[config.mk]
export PLATFORM = sky130hd
export DESIGN_NAME = dt_sti_loader
export DESIGN_NICKNAME = d
export VERILOG_FILES = /design/src/rtl/dt_pkg.sv /design/src/rtl/dt_bit_packer.sv /design/src/rtl/dt_sti_loader.sv
export SDC_FILE = /design/constraint.sdc
export NUM_CORES = 1
export LEC_CHECK = 0
export ABC_AREA = 1
export BUFFER_PORTS_ARGS = -buffer_cell sky130_fd_sc_hd__buf_2
export CORE_ASPECT_RATIO = 1.4
export CORE_UTILIZATION = 55
export CTS_CLUSTER_DIAMETER = 200
export DETAILED_ROUTE_END_ITERATION = 10
export PLACE_DENSITY = 0.82
export SKIP_CTS_REPAIR_TIMING = 1
export SYNTH_ARGS = -nofsm -noshare
export SYNTH_HDL_FRONTEND = slang
export SYNTH_HIERARCHICAL = 1
export SYNTH_SLANG_ARGS = --single-unit
[constraint.sdc]
create_clock -name clk -period 3.1 [get_ports clk]
set_input_delay 0.62 -clock clk [delete_from_list [all_inputs] [get_ports clk]]
set_output_delay 0.62 -clock clk [all_outputs]
set_load 0.05 [all_outputs]
[src/rtl/dt_pkg.sv]
// Shared constants and loader state type for the distance-transform front end.
package dt_pkg;
  localparam int DT_IMG_DIM   = 128;
  localparam int DT_STI_WORDS = 1024;
  localparam int DT_STI_W     = 16;

  typedef enum logic [1:0] {FILL, FLUSH, KICK, WAIT} loader_state_t;
endpackage

[src/rtl/dt_bit_packer.sv]
// Serial-to-word packer: shifts accepted pixels in MSB-first and flags the last bit of each word.
module dt_bit_packer
  import dt_pkg::*;
#(
  parameter int WORD_W = DT_STI_W
) (
  input  logic                      clk,
  input  logic                      reset,
  input  logic                      accept,
  input  logic                      pix_data,
  input  logic                      border_mask,
  output logic                      stored_bit,
  output logic [$clog2(WORD_W)-1:0] bit_cnt,
  output logic                      word_done,
  output logic [WORD_W-1:0]         word_next
);
  localparam int CNT_W = $clog2(WORD_W);

  logic [WORD_W-2:0] shift_q;

  assign stored_bit = pix_data & ~border_mask;
  assign word_done  = accept && (bit_cnt == '0);
  // The word including the pixel being accepted now; valid for the write when word_done is high.
  assign word_next  = {shift_q, stored_bit};

  always_ff @(posedge clk or negedge reset) begin
    if (!reset) begin
      shift_q <= '0;
      bit_cnt <= CNT_W'(WORD_W - 1);
    end else if (accept) begin
      shift_q <= word_next[WORD_W-2:0];
      bit_cnt <= bit_cnt - 1'b1;
    end
  end
endmodule

[src/rtl/dt_sti_loader.sv]
// Loads a serial 128x128 binary image into sti memory, then starts the DT engine and waits for it.
// Build option: DT_LOADER_BORDER_CLR_EN forces the outermost image ring to background.
module dt_sti_loader
  import dt_pkg::*;
#(
  parameter int WORD_W = DT_STI_W,
  parameter int ADDR_W = 10
) (
  input  logic              clk,
  input  logic              reset,
  input  logic              pix_valid,
  input  logic              pix_data,
  output logic              pix_ready,
  output logic              sti_we,
  output logic [ADDR_W-1:0] sti_waddr,
  output logic [WORD_W-1:0] sti_wdata,
  output logic              dt_start,
  input  logic              dt_done,
  output logic              busy,
  output logic [14:0]       obj_cnt
);
  localparam int CNT_W = $clog2(WORD_W);

  loader_state_t     state;
  logic [ADDR_W-1:0] word_cnt;
  logic [CNT_W-1:0]  bit_cnt;
  logic              accept;
  logic              border_mask;
  logic              stored_bit;
  logic              word_done;
  logic [WORD_W-1:0] word_next;

  assign accept = pix_valid && pix_ready;

`ifdef DT_LOADER_BORDER_CLR_EN
  logic [6:0] row;
  logic [6:0] col;

  // Column is the word's slot within the row followed by the pixel's offset inside the word.
  assign row         = word_cnt[ADDR_W-1:3];
  assign col         = {word_cnt[2:0], ~bit_cnt};
  assign border_mask = (row == '0) || (row == 7'(DT_IMG_DIM - 1)) ||
                       (col == '0) || (col == 7'(DT_IMG_DIM - 1));
`else
  logic unused_bit_cnt;

  assign unused_bit_cnt = ^bit_cnt;
  assign border_mask    = 1'b0;
`endif

  dt_bit_packer #(
    .WORD_W (WORD_W)
  ) u_packer (
    .clk         (clk),
    .reset       (reset),
    .accept      (accept),
    .pix_data    (pix_data),
    .border_mask (border_mask),
    .stored_bit  (stored_bit),
    .bit_cnt     (bit_cnt),
    .word_done   (word_done),
    .word_next   (word_next)
  );

  // The FSM gates pix_ready so the shared sti memory is untouched between KICK and dt_done.
  always_ff @(posedge clk or negedge reset) begin
    if (!reset) begin
      state     <= FILL;
      pix_ready <= 1'b1;
      sti_we    <= 1'b0;
      sti_waddr <= '0;
      sti_wdata <= '0;
      dt_start  <= 1'b0;
      busy      <= 1'b0;
      obj_cnt   <= '0;
      word_cnt  <= '0;
    end else begin
      sti_we   <= 1'b0;
      dt_start <= 1'b0;
      if (word_done) begin
        sti_we    <= 1'b1;
        sti_waddr <= word_cnt;
        sti_wdata <= word_next;
        word_cnt  <= word_cnt + 1'b1;
      end
      if (accept && stored_bit) begin
        obj_cnt <= obj_cnt + 15'd1;
      end
      case (state)
        FILL: begin
          if (word_done && (word_cnt == '1)) begin
            state     <= FLUSH;
            pix_ready <= 1'b0;
          end
        end
        FLUSH: begin
          state    <= KICK;
          dt_start <= 1'b1;
          busy     <= 1'b1;
        end
        KICK: begin
          state <= WAIT;
        end
        WAIT: begin
          if (dt_done) begin
            state     <= FILL;
            pix_ready <= 1'b1;
            busy      <= 1'b0;
            obj_cnt   <= '0;
          end
        end
        default: begin
          state <= FILL;
        end
      endcase
    end
  end
endmodule
==> impl_metrics.tcl <==
set metrics [dict create \
    status "complete, no violations" \
    ant_nets 0 \
    clkPwrFrac_pct 20.4 \
    final.min_clock_period_ps 2100 \
    die_h_um 95.8 \
    setup_slack_ps 999 \
    nNetsFinal 394 \
    maxCapViolations 0 \
    syn_area_per_cell_um2 10.6 \
    root_buffer "clkbuf_8" \
    synth_mux_area_share_pct 7.49 \
    post-route-period-util_pct 67.8 \
    vdd_drop_max_v 0.000662 \
    postLayoutCoreUtil_pct 66.2 \
    final_hold_viol_count 0 \
    ys_seq_area_share_pct 55.2 \
    initial_core_util_pct 58.1 \
    antenna_found_initial 0 \
    synth_top_family_by_area "simple AND/OR/NAND/NOR gates" \
    netlist_top_cells_area "dfrtp_1 51%, mux2_2 7.5%, nand2_1 6.1%" \
    drv_slew 0 \
    pwr-share-seq_pct 42.2 \
    grt_pass1_vias 2242 \
    synthCells 326 \
    critPathRequiredTime_ps 3320 \
    rows 33 \
    cp_max_fo 18 \
    area_growth_syn_to_layout_pct 13.9 \
    rsz0062_at_grt "no" \
    die_x_um 69.0 \
    fillerInstances 463 \
    drtIter0Drc 75 \
    cts_buffer_depth 2 \
    wl_um 6050 \
    synth_fa_ha_area_share_pct 3.26 \
    dr.pass1.iters 4 \
    grt_max_degree 77 \
    synth_top_area_share_pct 51.4 \
    synth_cell_types 35 \
    core_area_mm2 0.00595 \
    numPortBuffers 49 \
    p_comb_share_pct 37.4 \
    wl_per_cell_um 13.3 \
    power_density_mw_per_mm2 921 \
    layout_common_cells "71 x dfrtp_1, 56 x nand2_1, 48 x buf_2" \
    dp_worst_setup_slack_ps 856 \
    clock_skew_ps 10.8 \
    clock_latency_ps 340 \
    setup_viol 0 \
    p_sw_w 0.00152 \
    antenna_cells 0 \
    cts_made_buffers 9 \
    internal_power_w 0.00210 \
    dp_hpwl_um 4320 \
    worst_pin_slew_ps 928 \
    synth-edff-count 0 \
    route.detailed.drc 0 \
    synth_compound_area_share_pct 6.48 \
    fmax_ghz 0.476 \
    drive_above_1_share_pct 33.5 \
    yosys.area_share.simple_pct 16.9 \
    fin_tns_setup_ps 0 \
    cts_tree "built" \
    ys_ff_latch 76 \
    ys.flop_type "dfrtp_1" \
    gp_congestion 0.733 \
    synth_fp_nets 340 \
    numClockSinks 76 \
    grt_overflow 0 \
    netlist_area_mm2 0.00346 \
    p_leak_nw 2.07 \
    end_kind "flip-flop" \
    worstHoldPathType "in2async" \
    layout_commonest_cell "dfrtp_1" \
    hold_ws_ps 422 \
    io_pins 50 \
    grt_pass1_wl_um 10000 \
    synth.yosys.warnings 6 \
    synth_xor_xnor_area_share_pct 3.80 \
    yosysTopAreaCell "dfrtp_1" \
    maxSlewHeadroom_pct 38.1 \
    critPathLaunchType "flip-flop" \
    htree_levels 3 \
    worstSetupPathType "reg2reg" \
    grt_usage_pct 21.0 \
    num_vias 2362 \
    ys_async_sr_fraction_pct 100 \
    sw_frac_of_total_pct 41.9 \
    path_clk_slew_ps 80 \
    vias_per_cell 5.19 \
    die_area_mm2 0.00661 \
    cp.arrival_ps 2320 \
]
[worst max-delay path, cell delays in order, from the launching register on]
cell	delay, ps
dfstp_2	570
nand2_1	60
inv_1	150
inv_8	100
nor2_4	100
and3_1	310
buf_4	300
mux2_2	360
[area by class of cell]
cell class | count | area [µm²] | share of cell area (%)
timing repair buffer | 52 | 270 | 6.87
sequential | 76 | 1910 | 48.5
multi-input combinational | 202 | 1310 | 33.4
clock inverter | 5 | 50.0 | 1.27
inverter | 39 | 155 | 3.94
tap | 70 | 87.6 | 2.23
clock buffer | 11 | 151 | 3.85
[cells by family (layout without fill, tap and decap cells)]
| logic type | Yosys count | after routing |
|---|---|---|
| fa+ha+maj | 9 | 9 |
| xor+xnor | 15 | 15 |
| mux | 23 | 23 |
| flops | 76 | 76 |
| compound gates | 36 | 36 |
| buf+inv | 48 | 107 |
| simple gates | 118 | 118 |
| other cells | 1 | 1 |
[synthesized netlist by cell type, types with 4 or more instances]
cell,instances
nand3_1,9
dfstp_2,5
dfrtp_1,71
nand4_1,6
ha_1,9
a21oi_1,11
nor2_2,5
inv_1,34
o21ai_1,8
o21ai_0,7
nor2_4,4
o21ai_2,8
xor2_1,12
nand3_2,4
nor2_1,24
mux2_2,23
nand2_1,56
[per-layer routing]
metal	global-route usage [%]	vias up	part of all wire (%)
met5	0	-	0
met4	7.14	0	1.3
met3	5.33	10	3.4
met2	36.0	40	53
met1	25.1	1157	43
li1	-	1155	-
[per-stage QoR]
step / instance area (µm²) / cells / power [W]
floorplan: 3460 / 326 / 0.00258
global route: 3940 / 455 / 0.00386
finish: 3940 / 455 / 0.00362
CTS: 3940 / 455 / 0.00366
global placement: 3730 / 439 / 0.00286
detailed placement: 3730 / 439 / 0.00291
[worst paths after layout]
| check | start | to | slack [ps] | depth (start not counted) |
|---|---|---|---|---|
| setup / recovery | pix_ready$_DFFE_PN1P_ | sti_wdata[8]$_DFFE_PN0P_ | 1000 | 7 |
| max in group asynchronous | reset | state[1]$_DFFE_PN0P_ | 2080 | 1 |
| min in group clk | u_packer/bit_cnt[3]$_DFFE_PN1P_ | u_packer/bit_cnt[3]$_DFFE_PN1P_ | 480 | 2 |
| setup reg to reg | pix_ready$_DFFE_PN1P_ | sti_wdata[8]$_DFFE_PN0P_ | 1000 | 7 |
| hold / removal | reset | word_cnt[4]$_DFFE_PN0P_ | 420 | 1 |
| hold reg to reg | u_packer/bit_cnt[3]$_DFFE_PN1P_ | u_packer/bit_cnt[3]$_DFFE_PN1P_ | 480 | 2 |
[state kept, by name, summed over array words and instances, names as in the netlist, 2 cells and up]
register          flops
sti_wdata            16
obj_cnt              15
u_packer/shift_q     15
sti_waddr            10
word_cnt             10
u_packer/bit_cnt      4
state                 2
[power groups by stage]
stage               clock, W  sequential (W)  combinational (W)
floorplan                  0         0.00206           0.000523
global placement           0         0.00153            0.00133
detailed placement         0         0.00155            0.00137
CTS                 0.000753         0.00153            0.00137
global route        0.000802         0.00158            0.00148
finish              0.000740         0.00153            0.00135
No activity file was read; power rests on OpenSTA's default activity.
